File: src/rtl/debug_unit_pkg.sv
// Shared constants for the pipeline debug controller: command bytes, FSM state codes, field widths.
package debug_unit_pkg;

  localparam int unsigned NB_BYTE     = 8;
  localparam int unsigned NB_STATE    = 4;
  localparam int unsigned NB_WORD_CNT = 9;

  localparam logic [NB_BYTE-1:0] CMD_LOAD  = 8'h4C;
  localparam logic [NB_BYTE-1:0] CMD_CONT  = 8'h43;
  localparam logic [NB_BYTE-1:0] CMD_STEP  = 8'h53;
  localparam logic [NB_BYTE-1:0] CMD_BREAK = 8'h42;
  localparam logic [NB_BYTE-1:0] ACK_BYTE  = 8'h4B;

  localparam logic [NB_STATE-1:0] ST_IDLE       = 4'd0;
  localparam logic [NB_STATE-1:0] ST_LOAD_CNT   = 4'd1;
  localparam logic [NB_STATE-1:0] ST_LOAD_BYTE  = 4'd2;
  localparam logic [NB_STATE-1:0] ST_LOAD_WRITE = 4'd3;
  localparam logic [NB_STATE-1:0] ST_RUN        = 4'd4;
  localparam logic [NB_STATE-1:0] ST_STEP       = 4'd5;
  localparam logic [NB_STATE-1:0] ST_DUMP_ADDR  = 4'd6;
  localparam logic [NB_STATE-1:0] ST_DUMP_WAIT  = 4'd7;
  localparam logic [NB_STATE-1:0] ST_DUMP_SEND  = 4'd8;
  localparam logic [NB_STATE-1:0] ST_ACK        = 4'd9;

endpackage

File: src/rtl/debug_word_tx.sv
// Serialises one data word into bytes, MSB first, over a valid/ready byte channel.
module debug_word_tx
  import debug_unit_pkg::*;
#(
  parameter int unsigned NB_DATA = 32
) (
  input  logic               i_clk,
  input  logic               i_reset,
  input  logic               i_load,
  input  logic [NB_DATA-1:0] i_word,
  output logic [NB_BYTE-1:0] o_tx_data,
  output logic               o_tx_valid,
  input  logic               i_tx_ready,
  output logic               o_busy,
  output logic               o_done
);

  localparam int unsigned N_BYTES = NB_DATA / NB_BYTE;
  localparam int unsigned NB_CNT  = (N_BYTES > 1) ? $clog2(N_BYTES) : 1;

  logic [NB_DATA-1:0] shift_q, shift_d;
  logic [NB_CNT-1:0]  cnt_q, cnt_d;
  logic               valid_q, valid_d;
  logic               done_q, done_d;

  // Advance only on a completed transfer; a new word is accepted only when idle.
  always_comb begin
    shift_d = shift_q;
    cnt_d   = cnt_q;
    valid_d = valid_q;
    done_d  = 1'b0;
    if (valid_q && i_tx_ready) begin
      if (cnt_q == NB_CNT'(0)) begin
        valid_d = 1'b0;
        done_d  = 1'b1;
      end else begin
        shift_d = {shift_q[NB_DATA-NB_BYTE-1:0], {NB_BYTE{1'b0}}};
        cnt_d   = cnt_q - NB_CNT'(1);
      end
    end else if (!valid_q && i_load) begin
      shift_d = i_word;
      cnt_d   = NB_CNT'(N_BYTES - 1);
      valid_d = 1'b1;
    end
  end

  always_ff @(posedge i_clk) begin
    if (i_reset) begin
      shift_q <= '0;
      cnt_q   <= '0;
      valid_q <= 1'b0;
      done_q  <= 1'b0;
    end else begin
      shift_q <= shift_d;
      cnt_q   <= cnt_d;
      valid_q <= valid_d;
      done_q  <= done_d;
    end
  end

  assign o_tx_data  = shift_q[NB_DATA-1 -: NB_BYTE];
  assign o_tx_valid = valid_q;
  assign o_busy     = valid_q;
  assign o_done     = done_q;

endmodule

File: src/rtl/debug_unit.sv
// Host-side debug controller: loads program memory from a UART byte stream, runs or steps the
// pipeline through its clock enable, then dumps PC, register file and data memory as bytes.
module debug_unit
  import debug_unit_pkg::*;
#(
  parameter int unsigned NB_DATA           = 32,
  parameter int unsigned NB_ADDRESS        = 32,
  parameter int unsigned N_REGISTERS       = 32,
  parameter int unsigned N_DMEM_WORDS      = 32,
  parameter int unsigned ADDR_INC          = 4,
  parameter int unsigned RD_LATENCY        = 1,
  parameter int unsigned NB_ADDR_REGISTERS = $clog2(N_REGISTERS)
) (
  input  logic                         i_clk,
  input  logic                         i_reset,
  input  logic [NB_BYTE-1:0]           i_rx_data,
  input  logic                         i_rx_valid,
  output logic [NB_BYTE-1:0]           o_tx_data,
  output logic                         o_tx_valid,
  input  logic                         i_tx_ready,
  input  logic [NB_ADDRESS-1:0]        i_if_pc,
  input  logic                         i_if_halt,
  input  logic [NB_DATA-1:0]           i_reg_data,
  input  logic [NB_DATA-1:0]           i_d_mem_data,
  output logic                         o_debug,
  output logic                         o_clk_en,
  output logic                         o_p_mem_w_en,
  output logic [NB_ADDRESS-1:0]        o_p_mem_w_addr,
  output logic [NB_DATA-1:0]           o_p_mem_w_data,
  output logic [NB_ADDRESS-1:0]        o_d_mem_addr,
  output logic [NB_ADDR_REGISTERS-1:0] o_reg_addr
);

  localparam int unsigned N_BYTES   = NB_DATA / NB_BYTE;
  localparam int unsigned NB_BIDX   = (N_BYTES > 1) ? $clog2(N_BYTES) : 1;
  localparam int unsigned LAST_ITEM = N_REGISTERS + N_DMEM_WORDS;
  localparam int unsigned NB_ITEM   = $clog2(LAST_ITEM + 1);
  localparam int unsigned NB_WAIT   = 2;

  logic [NB_STATE-1:0]          state_q, state_d;
  logic [NB_WORD_CNT-1:0]       word_cnt_q, word_cnt_d;
  logic [NB_BIDX-1:0]           byte_idx_q, byte_idx_d;
  logic [NB_DATA-NB_BYTE-1:0]   asm_q, asm_d;
  logic [NB_ADDRESS-1:0]        load_addr_q, load_addr_d;
  logic                         w_en_q, w_en_d;
  logic [NB_ADDRESS-1:0]        w_addr_q, w_addr_d;
  logic [NB_DATA-1:0]           w_data_q, w_data_d;
  logic [NB_ITEM-1:0]           item_q, item_d;
  logic [NB_WAIT-1:0]           wait_q, wait_d;
  logic [NB_ADDR_REGISTERS-1:0] reg_addr_q, reg_addr_d;
  logic [NB_ADDRESS-1:0]        dmem_addr_q, dmem_addr_d;

  logic                         wtx_load_c;
  logic [NB_DATA-1:0]           wtx_word_c;
  logic [NB_BYTE-1:0]           wtx_data;
  logic                         wtx_valid;
  logic                         wtx_busy;
  logic                         wtx_done;

  always_comb begin
    state_d     = state_q;
    word_cnt_d  = word_cnt_q;
    byte_idx_d  = byte_idx_q;
    asm_d       = asm_q;
    load_addr_d = load_addr_q;
    w_en_d      = 1'b0;
    w_addr_d    = w_addr_q;
    w_data_d    = w_data_q;
    item_d      = item_q;
    wait_d      = wait_q;
    reg_addr_d  = reg_addr_q;
    dmem_addr_d = dmem_addr_q;
    wtx_load_c  = 1'b0;
    wtx_word_c  = '0;

    case (state_q)
      ST_IDLE: begin
        if (i_rx_valid) begin
          case (i_rx_data)
            CMD_LOAD: begin
              state_d     = ST_LOAD_CNT;
              load_addr_d = '0;
            end
            CMD_CONT: state_d = ST_RUN;
            CMD_STEP: state_d = ST_STEP;
            default:  state_d = ST_IDLE;
          endcase
        end
      end
      ST_LOAD_CNT: begin
        if (i_rx_valid) begin
          word_cnt_d = (i_rx_data == '0) ? NB_WORD_CNT'(256) : NB_WORD_CNT'(i_rx_data);
          byte_idx_d = '0;
          state_d    = ST_LOAD_BYTE;
        end
      end
      ST_LOAD_BYTE: begin
        if (i_rx_valid) begin
          asm_d = {asm_q[NB_DATA-2*NB_BYTE-1:0], i_rx_data};
          if (byte_idx_q == NB_BIDX'(N_BYTES - 1)) begin
            w_en_d     = 1'b1;
            w_addr_d   = load_addr_q;
            w_data_d   = {asm_q, i_rx_data};
            byte_idx_d = '0;
            state_d    = ST_LOAD_WRITE;
          end else begin
            byte_idx_d = byte_idx_q + NB_BIDX'(1);
          end
        end
      end
      // Strobe cycle; a byte landing here already belongs to the next word.
      ST_LOAD_WRITE: begin
        load_addr_d = load_addr_q + NB_ADDRESS'(ADDR_INC);
        word_cnt_d  = word_cnt_q - NB_WORD_CNT'(1);
        if (word_cnt_q == NB_WORD_CNT'(1)) begin
          state_d = ST_ACK;
        end else begin
          state_d = ST_LOAD_BYTE;
          if (i_rx_valid) begin
            asm_d      = {asm_q[NB_DATA-2*NB_BYTE-1:0], i_rx_data};
            byte_idx_d = NB_BIDX'(1);
          end
        end
      end
      ST_ACK: begin
        if (i_tx_ready) state_d = ST_IDLE;
      end
      ST_RUN: begin
        if (i_if_halt || (i_rx_valid && (i_rx_data == CMD_BREAK))) begin
          item_d  = '0;
          state_d = ST_DUMP_ADDR;
        end
      end
      ST_STEP: begin
        item_d  = '0;
        state_d = ST_DUMP_ADDR;
      end
      // Item 0 is the PC, then registers, then data-memory words.
      ST_DUMP_ADDR: begin
        if (item_q == NB_ITEM'(1)) begin
          reg_addr_d = '0;
        end else if ((item_q > NB_ITEM'(1)) && (item_q <= NB_ITEM'(N_REGISTERS))) begin
          reg_addr_d = reg_addr_q + NB_ADDR_REGISTERS'(1);
        end
        if (item_q == NB_ITEM'(N_REGISTERS + 1)) begin
          dmem_addr_d = '0;
        end else if (item_q > NB_ITEM'(N_REGISTERS + 1)) begin
          dmem_addr_d = dmem_addr_q + NB_ADDRESS'(ADDR_INC);
        end
        wait_d  = '0;
        state_d = ST_DUMP_WAIT;
      end
      ST_DUMP_WAIT: begin
        if ((wait_q == NB_WAIT'(RD_LATENCY)) && !wtx_busy) begin
          wtx_load_c = 1'b1;
          if (item_q == '0) begin
            wtx_word_c = NB_DATA'(i_if_pc);
          end else if (item_q <= NB_ITEM'(N_REGISTERS)) begin
            wtx_word_c = i_reg_data;
          end else begin
            wtx_word_c = i_d_mem_data;
          end
          state_d = ST_DUMP_SEND;
        end else if (wait_q != NB_WAIT'(RD_LATENCY)) begin
          wait_d = wait_q + NB_WAIT'(1);
        end
      end
      ST_DUMP_SEND: begin
        if (wtx_done) begin
          if (item_q == NB_ITEM'(LAST_ITEM)) begin
            state_d = ST_IDLE;
          end else begin
            item_d  = item_q + NB_ITEM'(1);
            state_d = ST_DUMP_ADDR;
          end
        end
      end
      default: state_d = ST_IDLE;
    endcase
  end

  always_ff @(posedge i_clk) begin
    if (i_reset) begin
      state_q     <= ST_IDLE;
      word_cnt_q  <= '0;
      byte_idx_q  <= '0;
      asm_q       <= '0;
      load_addr_q <= '0;
      w_en_q      <= 1'b0;
      w_addr_q    <= '0;
      w_data_q    <= '0;
      item_q      <= '0;
      wait_q      <= '0;
      reg_addr_q  <= '0;
      dmem_addr_q <= '0;
    end else begin
      state_q     <= state_d;
      word_cnt_q  <= word_cnt_d;
      byte_idx_q  <= byte_idx_d;
      asm_q       <= asm_d;
      load_addr_q <= load_addr_d;
      w_en_q      <= w_en_d;
      w_addr_q    <= w_addr_d;
      w_data_q    <= w_data_d;
      item_q      <= item_d;
      wait_q      <= wait_d;
      reg_addr_q  <= reg_addr_d;
      dmem_addr_q <= dmem_addr_d;
    end
  end

  debug_word_tx #(
    .NB_DATA (NB_DATA)
  ) u_word_tx (
    .i_clk      (i_clk),
    .i_reset    (i_reset),
    .i_load     (wtx_load_c),
    .i_word     (wtx_word_c),
    .o_tx_data  (wtx_data),
    .o_tx_valid (wtx_valid),
    .i_tx_ready (i_tx_ready),
    .o_busy     (wtx_busy),
    .o_done     (wtx_done)
  );

  // Clock enable must react to HALT in the same cycle, so it is decoded, not registered.
  assign o_clk_en       = ((state_q == ST_RUN) && !i_if_halt) || (state_q == ST_STEP);
  assign o_debug        = !((state_q == ST_RUN) || (state_q == ST_STEP));
  assign o_tx_valid     = (state_q == ST_ACK) || wtx_valid;
  assign o_tx_data      = (state_q == ST_ACK) ? ACK_BYTE : wtx_data;
  assign o_p_mem_w_en   = w_en_q;
  assign o_p_mem_w_addr = w_addr_q;
  assign o_p_mem_w_data = w_data_q;
  assign o_d_mem_addr   = dmem_addr_q;
  assign o_reg_addr     = reg_addr_q;

endmodule

File: config.mk
export PLATFORM = sky130hd
export DESIGN_NAME = debug_unit
export DESIGN_NICKNAME = d
export VERILOG_FILES = /design/src/rtl/debug_unit_pkg.sv /design/src/rtl/debug_word_tx.sv /design/src/rtl/debug_unit.sv
export SDC_FILE = /design/constraint.sdc
export NUM_CORES = 1
export LEC_CHECK = 0
export CAP_MARGIN = 25
export CORE_MARGIN = 2
export CORE_UTILIZATION = 35
export CTS_CLUSTER_SIZE = 10
export DETAILED_ROUTE_END_ITERATION = 10
export GPL_TIMING_DRIVEN = 0
export HOLD_SLACK_MARGIN = 0.15
export SYNTH_ARGS = -nofsm -noshare
export SYNTH_HDL_FRONTEND = slang
export SYNTH_SLANG_ARGS = --single-unit
export TNS_END_PERCENT = 100
File: constraint.sdc
create_clock -name i_clk -period 2.6 [get_ports i_clk]
set_input_delay 0.39 -clock i_clk [delete_from_list [all_inputs] [get_ports i_clk]]
set_output_delay 0.39 -clock i_clk [all_outputs]
set_load 0.05 [all_outputs]
==> flow_summary.ini, run 1 <==
[clocking]
cts_tree = built
cts-buffers-inserted = 26
clockBufferDepth = 3
htree_levels = 1
clock_sinks = 212
clock_latency_ns = 0.53
path_clk_slew_ns = 0.06
clk_root_buffer_cell = clkbuf_16

[final_layout]
area_delta_synth_final_pct = 34.8
diodes = 0
drive_gt1_frac = 0.0715
final_cell_area_um2 = 13400
final_util = 0.480
nets = 1592
fin_cells = 1861
n_fill_cell = 2768

[timing]
fin_skew_ns = 0.0143
tightest_slew_ns = 0.774
rsz0062_at_grt = yes
period_share = 0.973
fmax_mhz = 395
timing.final.ws_setup_ns = 0.0713
maxSlewHeadroom = 0.484
slew_violations = 0
period_minus_slack_ns = 2.53
hold_viol = 0
holdWs_ns = 0.196
setup_viol = 0

[critical_path]
required_ns = 3.06
worst_setup_path_end_kind = register
critPathKind = input port to register
cp-start-kind = input port
cp_data_arrival_time_ns = 2.98
cp_max_fo = 10

[floorplan]
die_x_um = 172
die-area_um2 = 29700
ioPinCount = 222
core_area_um2 = 27900
rows = 61
die_y_um = 172
start_util = 0.356

[placed_design]
place_ws_ns = -0.619
dpl_cell_area_um2 = 12500
dp.cells = 1824
dp_hpwl_um = 22600
io_buffers = 213
gp_congestion = 0.845

[global_route]
grt_max_degree = 13
grt_use_total = 0.202
grt_pass1_vias = 9312
grt_remaining_overflow = 0
grt_pass1_wl_um = 48300
antenna_found_initial = 0

[logic_synthesis]
syn_avg_cell_area_um2 = 8.07
syn_inst = 1228
synth.most_common_cell = dfxtp_1
synth_top_cell_area_share = 0.428
ys_async_sr_fraction = 0
synth_area_leaders = dfxtp_1 43%, a21oi_1 7.4%, nand2_1 6.6%
ys_warn_count = 0
synth_edf_count = 0
yosysSeqAreaShare = 0.428
netlist_area_um2 = 9910
synth_ff_type = dfxtp_1
synthDistinctLibCells = 60
ys_ff_latch = 212
yosysTopAreaCell = dfxtp_1
synth.top_cells.by_count = 212 x dfxtp_1, 174 x nand2_1, 146 x a21oi_1

[min_path]
hp-class = input port to register

[detailed_routing]
wl_met2_um = 14100
met1Wirelength_um = 13400
via_per_inst = 5.23
drtPass1Iterations = 5
antenna_left = 0
drt-initial-drc-count = 611
avgRoutedWirePerCell_um = 16.2
highest_layer = met4
dr_wl_met3_um = 2080
num_vias = 9733
routed_wl_um = 30200
drc = 0

[flow_run]
cap_violations = 0

[pwr]
ir_worst_vdd_mv = 0.415
powerDensity_nw_per_um2 = 523
leakage_uw = 0.00447

[outcome]
outcome = complete, no violations
-- worst paths after layout --
| kind | from | cells after the start | slack (ns) | endpoint |
|---|---|---|---|---|
| setup / recovery | i_rx_data[0] | 8 | 0.07 | load_addr_q[31] |
| hold / removal | i_rx_data[4] | 3 | 0.20 | o_p_mem_w_data[4] |
| setup reg to reg | item_q[0] | 9 | 0.13 | u_word_tx.shift_q[14] |
| hold reg to reg | asm_q[21] | 2 | 0.45 | o_p_mem_w_data[29] |
-- placed cells by master, fill, tap and decap left out, drive strengths merged, types with 13 or more instances in the layout --
cell	instances
a211oi	39
a21oi	146
and3	32
buf	29
clkbuf	100
clkdlybuf4s50	202
dfxtp	212
inv	25
mux2i	29
nand2	174
nand3	32
nand4	22
nor2	85
nor2b	39
nor3	22
nor4	13
o21ai	64
o22ai	25
o31ai	18
or3	26
or4	16
xnor2	20
-- per-layer routing --
layer	GRT usage	up-vias
met2	0.343	286
met5	0	-
met4	0.0614	0
met3	0.0396	48
met1	0.258	4528
li1	-	4871
-- layout make-up --
type,count,area [um2],share of cell area
inverters,25,93.8,0.00702
repair buffers,217,2130,0.159
clock inverters,1,8.76,0.000655
multi-input cells,909,5310,0.397
flip-flops and latches,212,4250,0.318
plain buffers,81,380,0.0285
well taps,378,473,0.0354
clock buffers,38,727,0.0544
-- where the power goes --
part           switching (uW)  total [uW]  internal [uW]
sequential               19.3        3290           3270
clock                    1350        3250           1900
combinational             224         451            227
-- state kept, by name (all words and copies together), names as in the netlist --
register           cells
u_word_tx.cnt_q        2
o_reg_addr             5
item_q                 7
wait_q                 2
state_q                4
o_p_mem_w_addr        30
u_word_tx.o_done       1
o_p_mem_w_data        32
load_addr_q           30
word_cnt_q             9
byte_idx_q             2
u_word_tx.o_busy       1
u_word_tx.shift_q     32
o_p_mem_w_en           1
o_d_mem_addr          30
asm_q                 24
-- critical path: stages --
cell	delay (ns)
dlygate4sd3_1	0.55
buf_6	0.15
nor4_4	0.42
a41oi_4	0.26
or3_1	0.40
buf_2	0.17
or4_1	0.48
a21oi_1	0.15
-- cell families (layout without fill, tap and decap cells) --
group | after synthesis | count (layout) | synth area share
and+or+nand+nor | 507 | 507 | 0.258
AOI/OAI and AO/OA | 329 | 329 | 0.198
DFF | 212 | 212 | 0.428
buffers and inverters | 110 | 362 | 0.0461
muxes | 32 | 32 | 0.0327
xor gates and xnor gates | 26 | 26 | 0.0230
adders and majority gates | 11 | 11 | 0.0139
other | 1 | 4 | 0.000378
-- stage by stage --
step	power (uW)	TNS, ns
after floorplan	3560	0
after global placement	3800	-22.05
after detailed placement	3800	-23.50
after CTS	7060	0
after global routing	7240	-0.000105
final	6990	0
-- timing repair --
item / CTS / global route
hold buffers: 1 / 0
resized for setup: 60 / 29
endpoints found under the setup margin: 125 / 110
pin swaps: 0 / 4
endpoints found under the hold margin: 1 / 0
setup buffers: 0 / 1
(Power assumes the default switching activity.)
==> run 2, diff against run 1 <==
==> constraint.sdc (replaced) <==
create_clock -name i_clk -period 2.95 [get_ports i_clk]
set_input_delay 0.4425 -clock i_clk [delete_from_list [all_inputs] [get_ports i_clk]]
set_output_delay 0.4425 -clock i_clk [all_outputs]
set_load 0.05 [all_outputs]
==> flow_summary.ini, run 2 (synthesis gave the netlist of run 1 again) <==
[min_path]
hold_end = o_p_mem_w_data[0]
hp-class = input port to register
min_path_cells = 3
min_from = i_rx_data[0]

[critical_path]
cp-start-kind = register
rr_startpoint = state_q[1]
r2r_end = o_p_mem_w_data[15]
path_delay_family = buffers and inverters
critPathKind = register to primary output
crit_chain = clkbuf_1 -> nor3b_4 -> and2_2 -> nor2b_1 -> dlygate4sd2_1
worst_setup_path_end_kind = primary output
crit_buf_inv = 2
cp_max_fo = 10
cp_data_arrival_time_ns = 2.45
worstRegToRegCells = 7
cp_slowest_cell = dlygate4sd2_1
slowest_delay_ns = 0.54
required_ns = 2.51
r2r_setup_slack_ns = 0.21

[detailed_routing]
antenna_left = 0
num_vias = 9742
via_per_inst = 5.23
drtPass1Iterations = 5
drt-initial-drc-count = 590
routed_wl_um = 30200
avgRoutedWirePerCell_um = 16.2
drc = 0

[timing]
rsz0062_at_grt = yes
timing.final.ws_setup_ns = 0.0554
setup_viol = 0
fmax_mhz = 345
period_share = 0.981
tns_ns = 0
period_minus_slack_ns = 2.89
tightest_slew_ns = 0.797
maxSlewHeadroom = 0.464
slew_violations = 0
hold_viol = 0
fin_skew_ns = 0.0140

[final_layout]
drive_gt1_frac = 0.0560
area_delta_synth_final_pct = 34.1
fin_cells = 1861
diodes = 0
mostFrequentLayoutCell = dfxtp_1
layout_common_cells = 212 x dfxtp_1, 202 x clkdlybuf4s50_1, 174 x nand2_1
nets = 1592
final_util = 0.477
n_fill_cell = 2771

[placed_design]
place_ws_ns = -0.322
gp_congestion = 0.845
dp_hpwl_um = 22600
io_buffers = 213
dp.cells = 1824

[clocking]
clk_root_buffer_cell = clkbuf_16
cts-buffers-inserted = 26
clockBufferDepth = 3
clock_sinks = 212
htree_levels = 1
path_clk_slew_ns = 0.06
post_cts_buffers = 0
clock_latency_ns = 0.53
cts_tree = built

[floorplan]
die_y_um = 172
ioPinCount = 222
die_x_um = 172
rows = 61
core_area_um2 = 27900
start_util = 0.356
die-area_um2 = 29700

[pwr]
p_comb_frac = 0.064
leakage_uw = 0.00443
swShare = 0.228
ir_worst_vdd_mv = 0.366
pwr-share-seq = 0.471
clkPwrFrac = 0.465
power_uw = 6160
power.internal_uw = 4760
power.switching_uw = 1400
powerDensity_nw_per_um2 = 463

[global_route]
grt_pass1_vias = 9315
grt_pass1_wl_um = 48300
grt_use_total = 0.201
antenna_found_initial = 0
grt_remaining_overflow = 0
grt_max_degree = 13

[flow_run]
cap_violations = 0

[outcome]
outcome = complete, no violations
[run 2: changes by cell type in the layout (fill, tap and decap cells not counted), moves of 3 or more]
cell / previous run / this run
buf_4: 9 / 6
dlygate4sd2_1: 1 / 4
a211oi_1: 36 / 39
clkbuf_1: 60 / 68
buf_2: 16 / 11
clkdlybuf4s15_2: 3 / 6
a211oi_2: 3 / 0
[run 2: final cells by class]
class	instances	area (um2)	share of cell area
buffer	83	364	0.0274
clock buffer	38	727	0.0547
clock inverter	1	8.76	0.000659
inverter	25	93.8	0.00706
multi-input combinational	909	5240	0.394
sequential	212	4240	0.319
tap	378	473	0.0356
timing repair buffer	215	2140	0.161
[run 2: power by group through the flow]
stage | Clock (uW) | Sequential, uW | Combinational, uW
after detailed placement | 0 | 2960 | 391
after global placement | 0 | 2960 | 387
after CTS | 2930 | 2900 | 393
after floorplan | 0 | 2950 | 184
final | 2860 | 2900 | 394
after global routing | 3050 | 2900 | 427
[run 2: how the worst max path moves through the flow]
stage	depth (start not counted)	from	slack (ns)	end
6_report	5	state_q[1]	0.06	o_tx_data[4]
5_1_grt	5	state_q[1]	-0.03	o_tx_data[4]
4_1_cts	5	state_q[2]	0.02	o_tx_data[4]
3_5_place_dp	6	state_q[0]	-0.32	o_tx_valid
3_3_place_gp	6	state_q[0]	-0.30	o_tx_data[0]
2_1_floorplan	7	i_rx_data[4]	0.64	load_addr_q[31]
[run 2: what timing repair did]
action                                  in CTS  in global routing
resized for setup                           26                 12
endpoints found under the setup margin      11                 45
pin swaps                                    0                  0
hold buffers                                 0                  0
[run 2: metrics by stage]
step           hold WS [ns]  instance area, um2
2_1_floorplan         0.425                9930
3_3_place_gp          0.442               12500
3_5_place_dp          0.446               12500
4_1_cts               0.181               13300
5_1_grt               0.200               13300
6_report              0.198               13300
[run 2: worst reg2reg max path, delay by kind of cell (launching register included)]
kind	cells	cell delay (ns)
buf+inv	2	0.87
compound gates	1	0.14
flops	1	0.40
simple gates	4	1.26
[run 2: routing by layer]
| layer | vias up | track usage | part of all wire |
|---|---|---|---|
| li1 | 4883 | - | - |
| met5 | - | 0 | 0 |
| met3 | 50 | 0.0403 | 0.065 |
| met1 | 4522 | 0.258 | 0.45 |
| met2 | 287 | 0.342 | 0.47 |
| met4 | 0 | 0.0614 | 0.023 |
